## src/rtl/execute_stage_mc.sv

```systemverilog
// Execute stage: forwarding, single-cycle ALU, branch resolution and E->M register.
// Optional iterative multiply/divide unit is built when MULDIV_EN is defined.
module execute_stage_mc #(
    parameter int XLEN   = 32,
    parameter int REGIDX = 5
) (
    input  logic              clk,
    input  logic              rst_n,
    input  logic              ValidE,
    input  logic              FlushE,
    input  logic [XLEN-1:0]   RD1E,
    input  logic [XLEN-1:0]   RD2E,
    input  logic [XLEN-1:0]   PCE,
    input  logic [XLEN-1:0]   ImmExtE,
    input  logic [XLEN-1:0]   PCPlus4E,
    input  logic [XLEN-1:0]   ResultW,
    input  logic [REGIDX-1:0] Rs1E,
    input  logic [REGIDX-1:0] Rs2E,
    input  logic [REGIDX-1:0] RdE,
    input  logic [1:0]        ForwardAE,
    input  logic [1:0]        ForwardBE,
    input  logic [3:0]        ALUControlE,
    input  logic              ALUSrcE,
    input  logic              RegWriteE,
    input  logic              MemWriteE,
    input  logic              JumpE,
    input  logic              BranchE,
    input  logic [1:0]        ResultSrcE,
    output logic              StallE,
    output logic              PCSrcE,
    output logic [XLEN-1:0]   PCTargetE,
    output logic [XLEN-1:0]   ALUResultM,
    output logic [XLEN-1:0]   WriteDataM,
    output logic [XLEN-1:0]   PCPlus4M,
    output logic [REGIDX-1:0] RdM,
    output logic              ValidM,
    output logic              RegWriteM,
    output logic              MemWriteM,
    output logic [1:0]        ResultSrcM
);

    function automatic logic [XLEN-1:0] fwd_mux(input logic [1:0] sel,
                                                 input logic [XLEN-1:0] rf,
                                                 input logic [XLEN-1:0] w,
                                                 input logic [XLEN-1:0] m);
        case (sel)
            2'b01:   return w;
            2'b10:   return m;
            default: return rf;
        endcase
    endfunction

    function automatic logic [XLEN-1:0] alu_single(input logic [XLEN-1:0] a,
                                                    input logic [XLEN-1:0] b,
                                                    input logic [3:0] ctrl);
        logic signed [XLEN-1:0] sa;
        logic signed [XLEN-1:0] sb;
        sa = a;
        sb = b;
        case (ctrl)
            4'b0000: return a + b;
            4'b0001: return a - b;
            4'b0010: return a & b;
            4'b0011: return a | b;
            4'b0100: return a ^ b;
            4'b0101: return {{(XLEN-1){1'b0}}, (sa < sb)};
            4'b0110: return {{(XLEN-1){1'b0}}, (a < b)};
            default: return '0;
        endcase
    endfunction

    logic [XLEN-1:0] src_a;
    logic [XLEN-1:0] src_b;
    logic [XLEN-1:0] write_data;
    logic [XLEN-1:0] alu_result;
    logic            zero;
    logic            stall;

    // Rs1E/Rs2E are consumed by the hazard unit; they only ride along here.
    logic unused_idx;
    assign unused_idx = ^{Rs1E, Rs2E};

    assign src_a      = fwd_mux(ForwardAE, RD1E, ResultW, ALUResultM);
    assign write_data = fwd_mux(ForwardBE, RD2E, ResultW, ALUResultM);
    assign src_b      = ALUSrcE ? ImmExtE : write_data;

`ifdef MULDIV_EN
    localparam int CNT_W = $clog2(XLEN);

    typedef enum logic [1:0] {S_IDLE, S_BUSY, S_DONE} md_state_t;

    // One shift-add step: {hi,lo} holds partial product over multiplier bits.
    function automatic logic [2*XLEN-1:0] mul_step(input logic [XLEN-1:0] hi,
                                                    input logic [XLEN-1:0] lo,
                                                    input logic [XLEN-1:0] mcand);
        logic [XLEN:0] sum;
        sum = {1'b0, hi} + (lo[0] ? {1'b0, mcand} : '0);
        return {sum, lo[XLEN-1:1]};
    endfunction

    // One restoring step: hi is the partial remainder, lo shifts dividend out / quotient in.
    function automatic logic [2*XLEN-1:0] div_step(input logic [XLEN-1:0] rem,
                                                    input logic [XLEN-1:0] quo,
                                                    input logic [XLEN-1:0] dvs);
        logic [XLEN:0]   shifted;
        logic [XLEN-1:0] diff;
        shifted = {rem, quo[XLEN-1]};
        diff    = shifted[XLEN-1:0] - dvs;
        if (shifted >= {1'b0, dvs})
            return {diff, quo[XLEN-2:0], 1'b1};
        else
            return {shifted[XLEN-1:0], quo[XLEN-2:0], 1'b0};
    endfunction

    md_state_t       state;
    md_state_t       state_nxt;
    logic [CNT_W-1:0] cnt;
    logic [XLEN-1:0] md_hi;
    logic [XLEN-1:0] md_lo;
    logic [XLEN-1:0] md_opnd;
    logic [1:0]      md_op;
    logic            md_start;
    logic            md_stall;
    logic            is_md;

    assign is_md = (ALUControlE[3:2] == 2'b10);

    always_ff @(posedge clk or negedge rst_n) begin
        if (!rst_n) begin
            state <= S_IDLE;
            cnt   <= '0;
        end else begin
            state <= state_nxt;
            if (md_start)
                cnt <= '0;
            else if (state == S_BUSY)
                cnt <= cnt + CNT_W'(1);
        end
    end

    always_comb begin
        state_nxt = state;
        md_stall  = 1'b0;
        md_start  = 1'b0;
        case (state)
            S_IDLE: begin
                if (ValidE && is_md) begin
                    state_nxt = S_BUSY;
                    md_stall  = 1'b1;
                    md_start  = 1'b1;
                end
            end
            S_BUSY: begin
                md_stall = 1'b1;
                if (cnt == CNT_W'(XLEN-1))
                    state_nxt = S_DONE;
            end
            S_DONE:  state_nxt = S_IDLE;
            default: state_nxt = S_IDLE;
        endcase
        if (FlushE) begin
            state_nxt = S_IDLE;
            md_stall  = 1'b0;
            md_start  = 1'b0;
        end
    end

    // Operands are captured at start so forwarding sources may move during the stall.
    always_ff @(posedge clk) begin
        if (md_start) begin
            md_hi   <= '0;
            md_lo   <= ALUControlE[1] ? src_a : src_b;
            md_opnd <= ALUControlE[1] ? src_b : src_a;
            md_op   <= ALUControlE[1:0];
        end else if (state == S_BUSY) begin
            {md_hi, md_lo} <= md_op[1] ? div_step(md_hi, md_lo, md_opnd)
                                       : mul_step(md_hi, md_lo, md_opnd);
        end
    end

    assign stall      = rst_n & md_stall;
    assign alu_result = (state == S_DONE) ? (md_op[0] ? md_hi : md_lo)
                                          : alu_single(src_a, src_b, ALUControlE);
`else
    assign stall      = 1'b0;
    assign alu_result = alu_single(src_a, src_b, ALUControlE);
`endif

    assign StallE    = stall;
    assign zero      = (alu_result == '0);
    assign PCSrcE    = ValidE & ~FlushE & ((zero & BranchE) | JumpE);
    assign PCTargetE = PCE + ImmExtE;

    // E -> M register boundary
    always_ff @(posedge clk or negedge rst_n) begin
        if (!rst_n) begin
            ALUResultM <= '0;
            WriteDataM <= '0;
            PCPlus4M   <= '0;
            RdM        <= '0;
            ValidM     <= 1'b0;
            RegWriteM  <= 1'b0;
            MemWriteM  <= 1'b0;
            ResultSrcM <= '0;
        end else if (stall || FlushE) begin
            ALUResultM <= '0;
            WriteDataM <= '0;
            PCPlus4M   <= '0;
            RdM        <= '0;
            ValidM     <= 1'b0;
            RegWriteM  <= 1'b0;
            MemWriteM  <= 1'b0;
            ResultSrcM <= '0;
        end else begin
            ALUResultM <= alu_result;
            WriteDataM <= write_data;
            PCPlus4M   <= PCPlus4E;
            RdM        <= RdE;
            ValidM     <= ValidE;
            RegWriteM  <= RegWriteE & ValidE;
            MemWriteM  <= MemWriteE & ValidE;
            ResultSrcM <= ResultSrcE;
        end
    end

endmodule

```

## config.mk

```make
export PLATFORM = sky130hd
export DESIGN_NAME = execute_stage_mc
export DESIGN_NICKNAME = d
export VERILOG_FILES = /design/src/rtl/execute_stage_mc.sv
export SDC_FILE = /design/constraint.sdc
export NUM_CORES = 1
export LEC_CHECK = 0
export BUFFER_PORTS_ARGS = -buffer_cell sky130_fd_sc_hd__buf_2
export CAP_MARGIN = 20
export CORE_MARGIN = 5
export CORE_UTILIZATION = 49
export CTS_BUF_LIST = sky130_fd_sc_hd__clkbuf_16
export CTS_CLUSTER_SIZE = 25
export DETAILED_ROUTE_END_ITERATION = 10
export PLACE_DENSITY = 0.85
export SYNTH_ARGS = -nofsm -noshare
export SYNTH_HDL_FRONTEND = slang
export SYNTH_SLANG_ARGS = --single-unit
export TNS_END_PERCENT = 5
```

## constraint.sdc

```tcl
create_clock -name clk -period 4.9 [get_ports clk]
set_clock_uncertainty 0.2 [all_clocks]
set_input_delay 0.245 -clock clk [delete_from_list [all_inputs] [get_ports clk]]
set_output_delay 0.245 -clock clk [all_outputs]
set_load 0.03 [all_outputs]
```

==> impl_metrics.py <==
metrics = {
    "route": {
        "drc_errors": 0,
        "vias_per_cell": 6.303,
        "wl_per_cell_um": 23.51,
        "finalWirelength_mm": 65.02,
        "drt_iter0_drc": 3063,
        "vias": 17430,
        "drtPass1Iterations": 10,
        "drtAntennaViolNets": 0,
    },
    "pwr": {
        "power-per-cell-area_nw_per_um2": 267.0,
        "ir_drop_v": 0.0002081,
        "power_leakage_nw": 9.665,
    },
    "placed_design": {
        "place.detailed.hpwl_mm": 47.42,
        "dpl_cell_area_um2": 17220,
        "globalplace.congestion": 1.108,
        "dp.cells": 2649,
        "portBuffers": 354,
    },
    "layout": {
        "syn2layout_area_growth_pct": 59.96,
        "drive_gt1_share_pct": 42.79,
        "layout_common_cells": "470 x buf_4, 351 x buf_2, 183 x nor2_1",
        "final_area_um2": 19370,
        "final_cells": 2765,
        "nets": 2807,
        "final_common_cell": "buf_4",
    },
    "logic_synthesis": {
        "ys_seq_area_share_pct": 21.91,
        "ys.flop_type": "dfrtp_1",
        "synth_edf_count": 0,
        "synth_area_um2": 12110,
        "synth_seq_cells": 106,
        "async_flop_share_pct": 100.0,
        "syn_inst": 1631,
        "synth_nets": 2008,
        "ys_warn_count": 0,
        "synth.distinct_cells": 93,
        "syn_area_per_cell_um2": 7.424,
    },
    "worst_setup_path": {
        "worstSetupEndpointType": "output pin",
        "cp.arrival_ns": 4.79,
        "cp_slowest_stage_delay_ns": 0.43,
        "cp.required_ns": 4.45,
        "worst_path_max_delay_cell": "dfrtp_1",
        "crit_fanout": 5,
        "setup.worst_path.start_class": "flop",
        "cp_cell_sequence": "a22oi_2 -> nor2_1 -> a21oi_2 -> o21ai_1 -> buf_4 -> ha_4 -> or2b_1 -> a21oi_2 -> a211oi_4 -> or2_2 -> a222oi_1 -> nand4_1 -> nor4_2 -> nand3_1 -> nor3_2 -> nand4_1 -> nor4_1 -> a32o_2 -> buf_6",
        "critical_path_class": "reg -> out",
    },
    "floorplanning": {
        "die_height_um": 167.2,
        "die-area_um2": 27960,
        "io_pins": 366,
        "fp-row-count": 57,
        "initial_core_util_pct": 49.79,
        "coreArea_um2": 24320,
        "die_w_um": 167.2,
    },
    "min_path": {
        "hold_class": "in -> reg",
    },
    "sta": {
        "slew_headroom_pct": 32.77,
        "fmax_ghz": 0.1910,
        "rsz0062_at_grt": "true",
        "setup_viol": 2,
        "hold_violations": 0,
        "period_share_pct": 106.8,
        "tns_ns": -0.3436,
        "period_needed_ns": 5.235,
        "layout_setup_ws_ns": -0.3349,
        "drv_slew": 0,
        "worst_pin_slew_ns": 1.006,
    },
    "global_route": {
        "grt_pass1_vias": 16740,
        "grt_overflow": 0,
        "grt_max_degree": 60,
        "antenna_found_initial": 7,
        "grt_pass1_wl_mm": 95.52,
        "grtUsageTotal_pct": 42.57,
    },
    "job": {
        "maxCapViolCount": 0,
    },
    "clock_network": {
        "clkTransAtPathRegs_ns": 0.07,
        "clkLatencyLatePin_ns": 0.36,
        "cts_root_buf": "clkbuf_16",
        "clk_path_buf_depth": 2,
        "htree_num_levels": 3,
        "cts_buffers": 9,
        "cts_tree": "yes",
        "clock_sink_count": 106,
    },
    "outcome": {
        "violations": "setup timing",
        "outcome": "finished, violations left",
    },
}
[cell usage after synthesis, types with 14 or more instances]
cell	count	area share (%)
a22oi_1	66	4.1
xnor2_1	28	2.0
o31ai_1	19	1.2
o21ai_1	19	0.79
nor4_1	17	0.88
clkbuf_1	61	1.9
and2_1	14	0.72
nand2_1	145	4.5
nand3_1	33	1.4
o211ai_1	22	1.4
and3_1	14	0.72
nor2b_1	60	3.1
o21ai_0	111	4.6
nor3_1	37	1.5
a21o_1	33	2.0
nor2_1	192	6.0
a31oi_1	14	0.72
ha_1	148	15
dfrtp_1	106	22
inv_1	103	3.2
a211oi_1	24	1.5
buf_2	20	0.83
a21oi_1	129	5.3
[repair_timing]
action                                 in CTS  in global routing
setup endpoints to repair                   1                  2
setup buffers                              27                 16
hold buffers                               50                  0
pin swaps                                  41                 59
endpoints found under the hold margin     107                  0
gates cloned                                1                  0
resized for setup                         109                125
[metrics by stage]
| step | worst slack [ns] | hold WS (ns) | power [mW] | util [%] |
|---|---|---|---|---|
| floorplan | 0.05217 | -0.2506 | 2.484 | - |
| global placement | -0.6260 | 0.1538 | 3.847 | 70.82 |
| detailed placement | -0.6887 | 0.1691 | 3.898 | 70.82 |
| CTS | -0.1788 | 0.04668 | 4.833 | 76.91 |
| global route | -0.4234 | 0.07939 | 5.372 | 79.65 |
| finish | -0.3349 | 0.06241 | 5.172 | 79.65 |
[worst max-delay path, delay by kind of cell, from the launching register on]
kind / cells / cell delay (ns)
simple gates: 9 / 1.97
compound gates: 7 / 1.40
buf+inv: 2 / 0.31
fa+ha+maj: 1 / 0.31
flops: 1 / 0.43
[sequential cells by signal, indices dropped and copies added (netlist names)]
name	cells
ALUResultM	32
ResultSrcM	2
RdM	5
RegWriteM	1
MemWriteM	1
ValidM	1
WriteDataM	32
PCPlus4M	32
[where the power goes]
part           switching, mW  internal [mW]
combinational           1.94           1.49
sequential            0.0507          0.943
clock                  0.385          0.355
total                   2.38           2.79
[routing by layer]
metal  track usage [%]  part of all wire (%)
met5            0.8696                 0.020
met4             22.72                   7.3
met3             12.56                    13
met2             67.47                    44
met1             52.32                    35
[layout make-up]
| class | count | area [um^2] |
|---|---|---|
| Multi-Input combinational cell | 1316 | 9607 |
| Clock inverter | 7 | 62.56 |
| Clock buffer | 9 | 225.2 |
| Timing Repair Buffer | 882 | 5969 |
| Fill cell | 1591 | 4950 |
| Sequential cell | 106 | 2654 |
| Inverter | 115 | 431.7 |
| Tap cell | 324 | 405.4 |
| Antenna cell | 6 | 15.01 |
[logic make-up after synthesis]
| logic type | share of synthesized area, % |
|---|---|
| adder cells (fa/ha/maj) | 15.79 |
| XOR/XNOR | 2.459 |
| buffers and inverters | 6.840 |
| flip-flops | 21.91 |
| AO/OA/AOI/OAI | 30.57 |
| AND/OR/NAND/NOR | 22.05 |
| multiplexers | 0.3513 |
| other | 0.03097 |
[final timing paths]
path,startpoint,endpoint,slack [ns],cells past startpoint
worst max-delay path,ALUResultM[4],PCSrcE,-0.33,19
worst min-delay path,RD2E[21],WriteDataM[21],0.06,4
worst max register to register,ALUResultM[1],ALUResultM[31],0.03,27
worst min register to register,ALUResultM[22],WriteDataM[22],0.57,4
max in group asynchronous,rst_n,ALUResultM[20],3.00,3
min in group asynchronous,rst_n,RdM[1],0.32,2
No activity file was read; power rests on OpenSTA's default activity.
